--- src/rtl/seven_segment_scan.sv ---
// seven_segment_scan: time-multiplexed scan controller for a bank of
// seven-segment digits. Writes land in a shadow bank that is committed to the
// displayed (active) bank only on scan entry and at frame boundaries.
module seven_segment_scan #(
  parameter int NUM_DIGITS       = 4,
  parameter int DWELL_CYCLES     = 12000,
  parameter int BLANK_CYCLES     = 16,
  parameter int DIGIT_ACTIVE_LOW = 0
) (
  input  logic                          clk,
  input  logic                          rst_n,
  input  logic                          enable,
  input  logic                          wr_en,
  input  logic [$clog2(NUM_DIGITS)-1:0] wr_addr,
  input  logic [5:0]                    wr_data,
  output logic [3:0]                    seg_bin,
  output logic                          seg_dp,
  output logic [NUM_DIGITS-1:0]         digit_en,
  output logic                          frame_done
);

  localparam int unsigned AW   = $clog2(NUM_DIGITS);
  localparam int unsigned CMAX = (DWELL_CYCLES > BLANK_CYCLES) ? DWELL_CYCLES : BLANK_CYCLES;
  localparam int unsigned CW   = (CMAX > 1) ? $clog2(CMAX) : 1;

  localparam logic [CW-1:0] DWELL_LAST = CW'(DWELL_CYCLES - 1);
  localparam logic [CW-1:0] BLANK_LAST = CW'((BLANK_CYCLES > 0) ? BLANK_CYCLES - 1 : 0);
  localparam logic [AW-1:0] IDX_LAST   = AW'(NUM_DIGITS - 1);
  localparam logic [NUM_DIGITS-1:0] EN_OFF = {NUM_DIGITS{DIGIT_ACTIVE_LOW != 0}};
  localparam logic [5:0] ENTRY_BLANKED = 6'b100000;

  typedef enum logic [1:0] {
    S_IDLE,
    S_BLANK,
    S_SHOW
  } state_e;

  state_e                  state_q, state_d;
  logic [AW-1:0]           idx_q, idx_d;
  logic [CW-1:0]           cnt_q, cnt_d;
  logic [5:0]              shadow_q [NUM_DIGITS];
  logic [5:0]              shadow_d [NUM_DIGITS];
  logic [5:0]              active_q [NUM_DIGITS];
  logic [5:0]              active_d [NUM_DIGITS];
  logic                    commit;
  logic [3:0]              seg_bin_q, seg_bin_d;
  logic                    seg_dp_q, seg_dp_d;
  logic [NUM_DIGITS-1:0]   digit_en_q, digit_en_d;
  logic [NUM_DIGITS-1:0]   onehot;
  logic                    frame_done_q, frame_done_d;

  // Shadow writes, scan sequencing and frame-boundary commit
  always_comb begin
    shadow_d = shadow_q;
    active_d = active_q;
    state_d  = state_q;
    idx_d    = idx_q;
    cnt_d    = cnt_q;
    commit   = 1'b0;

    if (wr_en && (32'(wr_addr) < 32'(NUM_DIGITS))) begin
      shadow_d[wr_addr] = wr_data;
    end

    if (!enable) begin
      state_d = S_IDLE;
      idx_d   = '0;
      cnt_d   = '0;
    end else begin
      case (state_q)
        S_IDLE: begin
          state_d = (BLANK_CYCLES > 0) ? S_BLANK : S_SHOW;
          idx_d   = '0;
          cnt_d   = '0;
          commit  = 1'b1;
        end
        S_BLANK: begin
          if (cnt_q == BLANK_LAST) begin
            state_d = S_SHOW;
            cnt_d   = '0;
          end else begin
            cnt_d = cnt_q + 1'b1;
          end
        end
        S_SHOW: begin
          if (cnt_q == DWELL_LAST) begin
            state_d = (BLANK_CYCLES > 0) ? S_BLANK : S_SHOW;
            cnt_d   = '0;
            if (idx_q == IDX_LAST) begin
              idx_d  = '0;
              commit = 1'b1;
            end else begin
              idx_d = idx_q + 1'b1;
            end
          end else begin
            cnt_d = cnt_q + 1'b1;
          end
        end
        default: state_d = S_IDLE;
      endcase
    end

    // Commit takes the post-write shadow so a same-cycle write is included
    if (commit) begin
      active_d = shadow_d;
    end
  end

  // Registered outputs are derived from next-state values so they line up
  // with the state they describe rather than lagging by one cycle
  always_comb begin
    onehot        = '0;
    onehot[idx_d] = 1'b1;
    seg_bin_d     = '0;
    seg_dp_d      = 1'b0;
    if (state_d != S_IDLE) begin
      seg_bin_d = active_d[idx_d][3:0];
      seg_dp_d  = active_d[idx_d][4];
    end
    digit_en_d   = ((state_d == S_SHOW) && !active_d[idx_d][5]) ? onehot : '0;
    digit_en_d   = digit_en_d ^ EN_OFF;
    frame_done_d = (state_d == S_SHOW) && (idx_d == IDX_LAST) && (cnt_d == DWELL_LAST);
  end

  // State, storage and output registers
  always_ff @(posedge clk or negedge rst_n) begin
    if (!rst_n) begin
      state_q      <= S_IDLE;
      idx_q        <= '0;
      cnt_q        <= '0;
      shadow_q     <= '{default: ENTRY_BLANKED};
      active_q     <= '{default: ENTRY_BLANKED};
      seg_bin_q    <= '0;
      seg_dp_q     <= 1'b0;
      digit_en_q   <= EN_OFF;
      frame_done_q <= 1'b0;
    end else begin
      state_q      <= state_d;
      idx_q        <= idx_d;
      cnt_q        <= cnt_d;
      shadow_q     <= shadow_d;
      active_q     <= active_d;
      seg_bin_q    <= seg_bin_d;
      seg_dp_q     <= seg_dp_d;
      digit_en_q   <= digit_en_d;
      frame_done_q <= frame_done_d;
    end
  end

  assign seg_bin    = seg_bin_q;
  assign seg_dp     = seg_dp_q;
  assign digit_en   = digit_en_q;
  assign frame_done = frame_done_q;

endmodule

--- config.mk ---
export PLATFORM = sky130hd
export DESIGN_NAME = seven_segment_scan
export DESIGN_NICKNAME = d
export VERILOG_FILES = /design/src/rtl/seven_segment_scan.sv
export SDC_FILE = /design/constraint.sdc
export NUM_CORES = 1
export LEC_CHECK = 0
export ABC_AREA = 0
export BUFFER_PORTS_ARGS = -buffer_cell sky130_fd_sc_hd__buf_4
export CORE_MARGIN = 2
export CORE_UTILIZATION = 45
export DETAILED_ROUTE_END_ITERATION = 10
export GPL_TIMING_DRIVEN = 0
export REMOVE_ABC_BUFFERS = 1
export SETUP_SLACK_MARGIN = 0.4
export SLEW_MARGIN = 10
export SYNTH_ARGS = -nofsm -noshare
export SYNTH_HDL_FRONTEND = slang
export SYNTH_SLANG_ARGS = --single-unit
--- constraint.sdc ---
create_clock -name clk -period 7.6 [get_ports clk]
set_input_delay 0 -clock clk [delete_from_list [all_inputs] [get_ports clk]]
set_output_delay 0 -clock clk [all_outputs]
set_load 0.02 [all_outputs]
# After elaboration in Yosys (flattened, before gate mapping)
# Index checks and enable logic that the tools add are counted.
classes:
  addsub: 2
  n_lt_le_gt_ge: 5
  eq_ne: 8
  n_mux: 29
  bitwise_logic: 2
  n_reduce_logical: 8
op_table:
  columns: ["cell", "n"]
  rows:
  - ["$mux W24", 2]
  - ["$mux W14", 3]
  - ["$pmux W14 S3", 1]
  - ["$eq A14 B14 Y1 const B", 2]
  - ["$bwmux W24", 1]
  - ["$mux W6", 3]
  - ["$add A14 B1 Y14 const B", 1]
  - ["$eq A14 B4 Y1 const B", 1]
  - ["$bmux W6 S2", 1]
  - ["$demux W6 S2", 1]
  - ["$mux W2", 6]
  - ["$eq A2 B2 Y1 const B", 4]
  - ["$mux W4", 2]
  - ["$ge A3 B3 Y1 const B", 2]
  - ["$not A2 Y3", 2]
  - ["$pmux W2 S3", 1]
  - ["$logic_and A1 B1 Y1", 5]
  - ["$mux W1", 5]
  - ["$pmux W2 S2", 1]
  - ["$lt A2 B3 Y1 const B", 1]
  - ["$lt A3 B1 Y1 const B", 1]
  - ["$add A2 B1 Y2 const B", 1]
  - ["$demux W1 S2", 1]
  - ["$eq A2 B1 Y1 const B", 1]
  - ["other kinds (5)", 5]
totals:
  regBits: 76
  input_bits: 12
  output_inout_bits: 10
  wordCells: 69

# Logic depth before layout (Yosys ltp)
logic_depth:
  word_depth: 14
  depth_mapped: 9
  depth_no_buf: 7

# Worst setup path before layout
# OpenSTA, ideal clock, no wires.
synth_timing:
  kind: "register to register"
  start: "reg cnt_q[0]"
  end: "reg seg_bin_q[3] (netlist: seg_bin[3])"
  setup_ps: 142
  arrival_ps: 2266
  path_slack_ps: 5192
  path_stages_with_launch: 9
  period_less_slack_ps: 2408
  path_cell_list: "dfrtp_1 > ha_1 > and3_1 > and4_1 > buf_6 > mux2i_4 > mux4_1 > nor2_1 > a2111oi_2"
synth_via:
  elab_chain_len: 9
  elab_cells_between_ends: 19
  classes_between: "2 x eq/ne; 15 x mux; 1 x bitwise; 1 x reduce/logical"
synth_lines:
  columns: ["item", "line_no", "rtl"]
  rows:
  - ["start: declaration", "40", "logic [CW-1:0] cnt_q, cnt_d;"]
  - ["start signal: assignment", "140", "cnt_q <= cnt_d;"]
  - ["$eq A14 B14 Y1", "86", "if (cnt_q == DWELL_LAST) begin"]
  - ["$mux W2", "86", null]
  - ["$pmux W2 S2", "70", "case (state_q)"]
  - ["$mux W2", "65", "if (!enable) begin"]
  - ["named net idx_d[0]", "39", "logic [AW-1:0] idx_q, idx_d;"]
  - ["$not A2 Y3 (implied by the code)", "117", "seg_bin_d = active_d[idx_d][3:0];"]
  - ["$bmux W6 S2", "117", null]
  - ["$mux W6 (2 in a row)", null, null]
  - ["$mux W4", "116", "if (state_d != S_IDLE) begin"]
  - ["named net seg_bin_d[3]", "46", "logic [3:0] seg_bin_q, seg_bin_d;"]
  - ["end signal: assignment", "143", "seg_bin_q <= seg_bin_d;"]
  - ["end: declaration", "46", null]
# The timed path passes the listed nets, and every way through them passes these cells. The select of a mux whose other input is x is not followed.

==> impl_metrics.env <==
export IMPL_die_h_um=94.5
export IMPL_synth_cells=307
export IMPL_cellPowerDensity_nw_per_um2=232
export IMPL_max_slew_margin_pct=37.3
export IMPL_multi_input_area_um2=1590
export IMPL_synth_top_area_share_pct=46.1
export IMPL_ant_nets=0
export IMPL_cp_arrival_ns=3.28
export IMPL_initial_core_util_pct=45.6
export IMPL_hpwl_um=4490
export IMPL_min_period_ns=3.05
export IMPL_dp_cells=417
export IMPL_cts_root_buf="clkbuf_8"
export IMPL_hold_viol=0
export IMPL_rows=33
export IMPL_syn_avg_cell_area_um2=12.0
export IMPL_crit_path_start_kind="flip-flop"
export IMPL_fin_area_um2=4160
export IMPL_drive_gt1_share_pct=27.4
export IMPL_finalMaxSlewViolations=0
export IMPL_fmax_mhz=328
export IMPL_drc=0
export IMPL_status="completed"
export IMPL_area_delta_synth_final_pct=12.7
export IMPL_fill_cells=750
export IMPL_required_ns=7.83
export IMPL_power_switching_uw=226
export IMPL_hold_start="wr_addr[1]"
export IMPL_synthMuxAreaShare_pct=18.1
export IMPL_clkSlewWorstSetupHoldPaths_ns=0.07
export IMPL_htree_levels=3
export IMPL_fin_total_pwr_uw=963
export IMPL_grt_start_max_net_pins=77
export IMPL_critPathSlowestCell="a41o_2"
export IMPL_holdCritPathClass="primary input to flip-flop"
export IMPL_ys_types=60
export IMPL_synth_xor_area_share_pct=4.04
export IMPL_place_area_um2=3860
export IMPL_yosysSeqAreaShare_pct=51.8
export IMPL_grt_pass1_wl_um=11900
export IMPL_nets=345
export IMPL_dieArea_um2=8930
export IMPL_ff_latch_area_um2=1910
export IMPL_peakVddDrop_mv=0.0963
export IMPL_synthFlopType="dfrtp_1"
export IMPL_synth_compound_area_share_pct=5.73
export IMPL_crit_fanout=29
export IMPL_place_congestion=0.828
export IMPL_final_cells=441
export IMPL_critical_path_cell_chain="ha_1 > nand4b_1 > nor4_4 > a41o_2 > mux2_2 > o2bb2ai_1 > a32o_1"
export IMPL_totalWireLength_um=6960
export IMPL_critPathMaxStageDelay_ns=0.72
export IMPL_synth_top_family_by_area="multiplexers"
export IMPL_synth_enable_flop_cells=0
export IMPL_pwr_share_clk_pct=34.9
export IMPL_cts_tree="done"
export IMPL_antenna_found_initial=0
export IMPL_yosys_area_share_adder_pct=0.679
export IMPL_cp_end_kind="flip-flop"
export IMPL_die_w_um=94.5
export IMPL_insertedDiodeCount=0
export IMPL_track_usage_pct=17.7
export IMPL_num_vias=2358
export IMPL_timing_final_crit_share_pct=40.1
export IMPL_cp_startpoint="cnt_q[0]"
export IMPL_ys_async_sr_fraction_pct=100
export IMPL_cap_violations=0
export IMPL_dr_pass1_iters=4
export IMPL_rsz0062_at_grt="no"
export IMPL_synth_most_common_cell="dfrtp_1"
export IMPL_r2r_start="cnt_q[0]"
export IMPL_synth_simple_area_share_pct=14.6
export IMPL_coreArea_um2=8090
export IMPL_seq_power_share_pct=51.1
export IMPL_cts_resized=0
export IMPL_clk_path_buf_depth=2
export IMPL_tns_ns=0
export IMPL_wire_per_inst_um=15.8
export IMPL_clock_insertion_delay_worst_skew_ns=0.34
export IMPL_leakage_nw=1.79
export IMPL_ys_seq_elements=76
export IMPL_worst_slew_pin_slew_ns=0.941
export IMPL_drt_iter0_drc=78
export IMPL_syn_cell_area_um2=3690
export IMPL_p_int_uw=738
export IMPL_grt_pass1_vias=2369
export IMPL_worst_setup_path_type="flip-flop to flip-flop"
export IMPL_top_level_ports=22
export IMPL_cts_sinks=76
export IMPL_synth_top_cell_by_area="dfrtp_1"
export IMPL_gr_total_overflow=0
export IMPL_synth_common_cells="68 x dfrtp_1, 35 x mux2_2, 27 x nor2_1"
export IMPL_ys_warn_count=0
export IMPL_cts_setup_buffers=0
export IMPL_setup_viol=0
export IMPL_p_comb_share_pct=14.0
export IMPL_fin_skew_ns=0.0101
export IMPL_port_buffers=21
export IMPL_vias_per_cell=5.35
export IMPL_cts_buffers=9
export IMPL_hold_slack_ns=0.0990
export IMPL_synth_area_leaders="dfrtp_1 46%, mux2_2 11%, dfstp_2 5.7%"
export IMPL_cts_hold_buf=8
export IMPL_swShare_pct=23.4
cell usage in the layout (no fill, tap or decap), types with 2 or more instances in the layout:
| master | n |
|---|---|
| and4_1 | 3 |
| nor3_1 | 8 |
| inv_1 | 17 |
| nand4_1 | 4 |
| clkbuf_1 | 2 |
| buf_4 | 21 |
| nand3_1 | 11 |
| mux2_2 | 35 |
| xor2_1 | 5 |
| nor2b_1 | 2 |
| nor4_1 | 4 |
| nand2_1 | 18 |
| a2111oi_1 | 3 |
| clkbuf_8 | 10 |
| a21oi_1 | 7 |
| xnor2_1 | 12 |
| dlygate4sd3_1 | 8 |
| nor4b_1 | 2 |
| dfstp_2 | 8 |
| ha_1 | 2 |
| nor2_1 | 27 |
| o22ai_1 | 3 |
| mux4_1 | 3 |
| bufinv_16 | 2 |
| mux2i_1 | 15 |
| dfrtp_1 | 68 |
| and3_1 | 3 |
kinds of logic (layout without fill, tap and decap cells):
logic type,after synthesis,count (layout)
AO/OA/AOI/OAI,26,26
XOR/XNOR,17,17
adder cells (fa/ha/maj),2,2
buffers and inverters,34,63
flip-flops,76,76
multiplexers,55,55
AND/OR/NAND/NOR,97,97
state kept, by name (all words and copies together) (netlist names):
name	flops
frame_done	1
idx_q	2
shadow_q	24
state_q	2
cnt_q	14
active_q	24
seg_dp	1
seg_bin	4
digit_en	4
final cells by class:
type,instances,area share (%)
multi-input cells,197,38.3
clock buffers,12,3.49
repair buffers,29,5.72
flip-flops and latches,76,46.0
clock inverters,4,1.75
inverters,18,1.63
well taps,105,3.16
layer usage:
metal / up-vias / wire length, µm / share of wire [%] / track usage [%]
met4: 0 / 79 / 1.1 / 5.80
met2: 36 / 3430 / 49 / 29.0
met1: 1171 / 3240 / 47 / 23.2
li1: 1139 / - / - / -
met5: - / 0 / 0 / 0
met3: 12 / 207 / 3.0 / 4.55
worst max-delay path: cells and delay by family, from the launching register on:
kind	cells	cell delay, ns
AOI/OAI and AO/OA	3	1.13
adders and majority gates	1	0.29
DFF	1	0.45
muxes	1	0.43
and+or+nand+nor	2	0.61
power groups by stage:
| stage | logic, mW | registers, mW | clock network, mW |
|---|---|---|---|
| 2_1_floorplan | 0.0895 | 0.501 | 0 |
| 3_3_place_gp | 0.130 | 0.498 | 0 |
| 3_5_place_dp | 0.134 | 0.501 | 0 |
| 4_1_cts | 0.138 | 0.493 | 0.348 |
| 5_1_grt | 0.152 | 0.500 | 0.368 |
| 6_report | 0.135 | 0.492 | 0.336 |
path summary, 6_finish.rpt:
| kind | slack [ns] | cells after the start | end |
|---|---|---|---|
| worst max-delay path | 4.55 | 7 | seg_bin[2] |
| worst min-delay path | 0.1 | 4 | shadow_q[20] |
| worst max register to register | 4.55 | 7 | seg_bin[2] |
| worst min register to register | 0.48 | 2 | shadow_q[20] |
| max in group asynchronous | 6.65 | 2 | cnt_q[1] |
| min in group asynchronous | 0.34 | 2 | shadow_q[13] |
per-stage QoR:
step	worst slack, ns	util (%)
floorplan	4.99	-
global placement	4.53	47.7
detailed placement	4.52	47.7
CTS	4.50	51.4
global route	4.36	51.4
finish	4.55	51.4
Power figures use the tool's default switching activity.
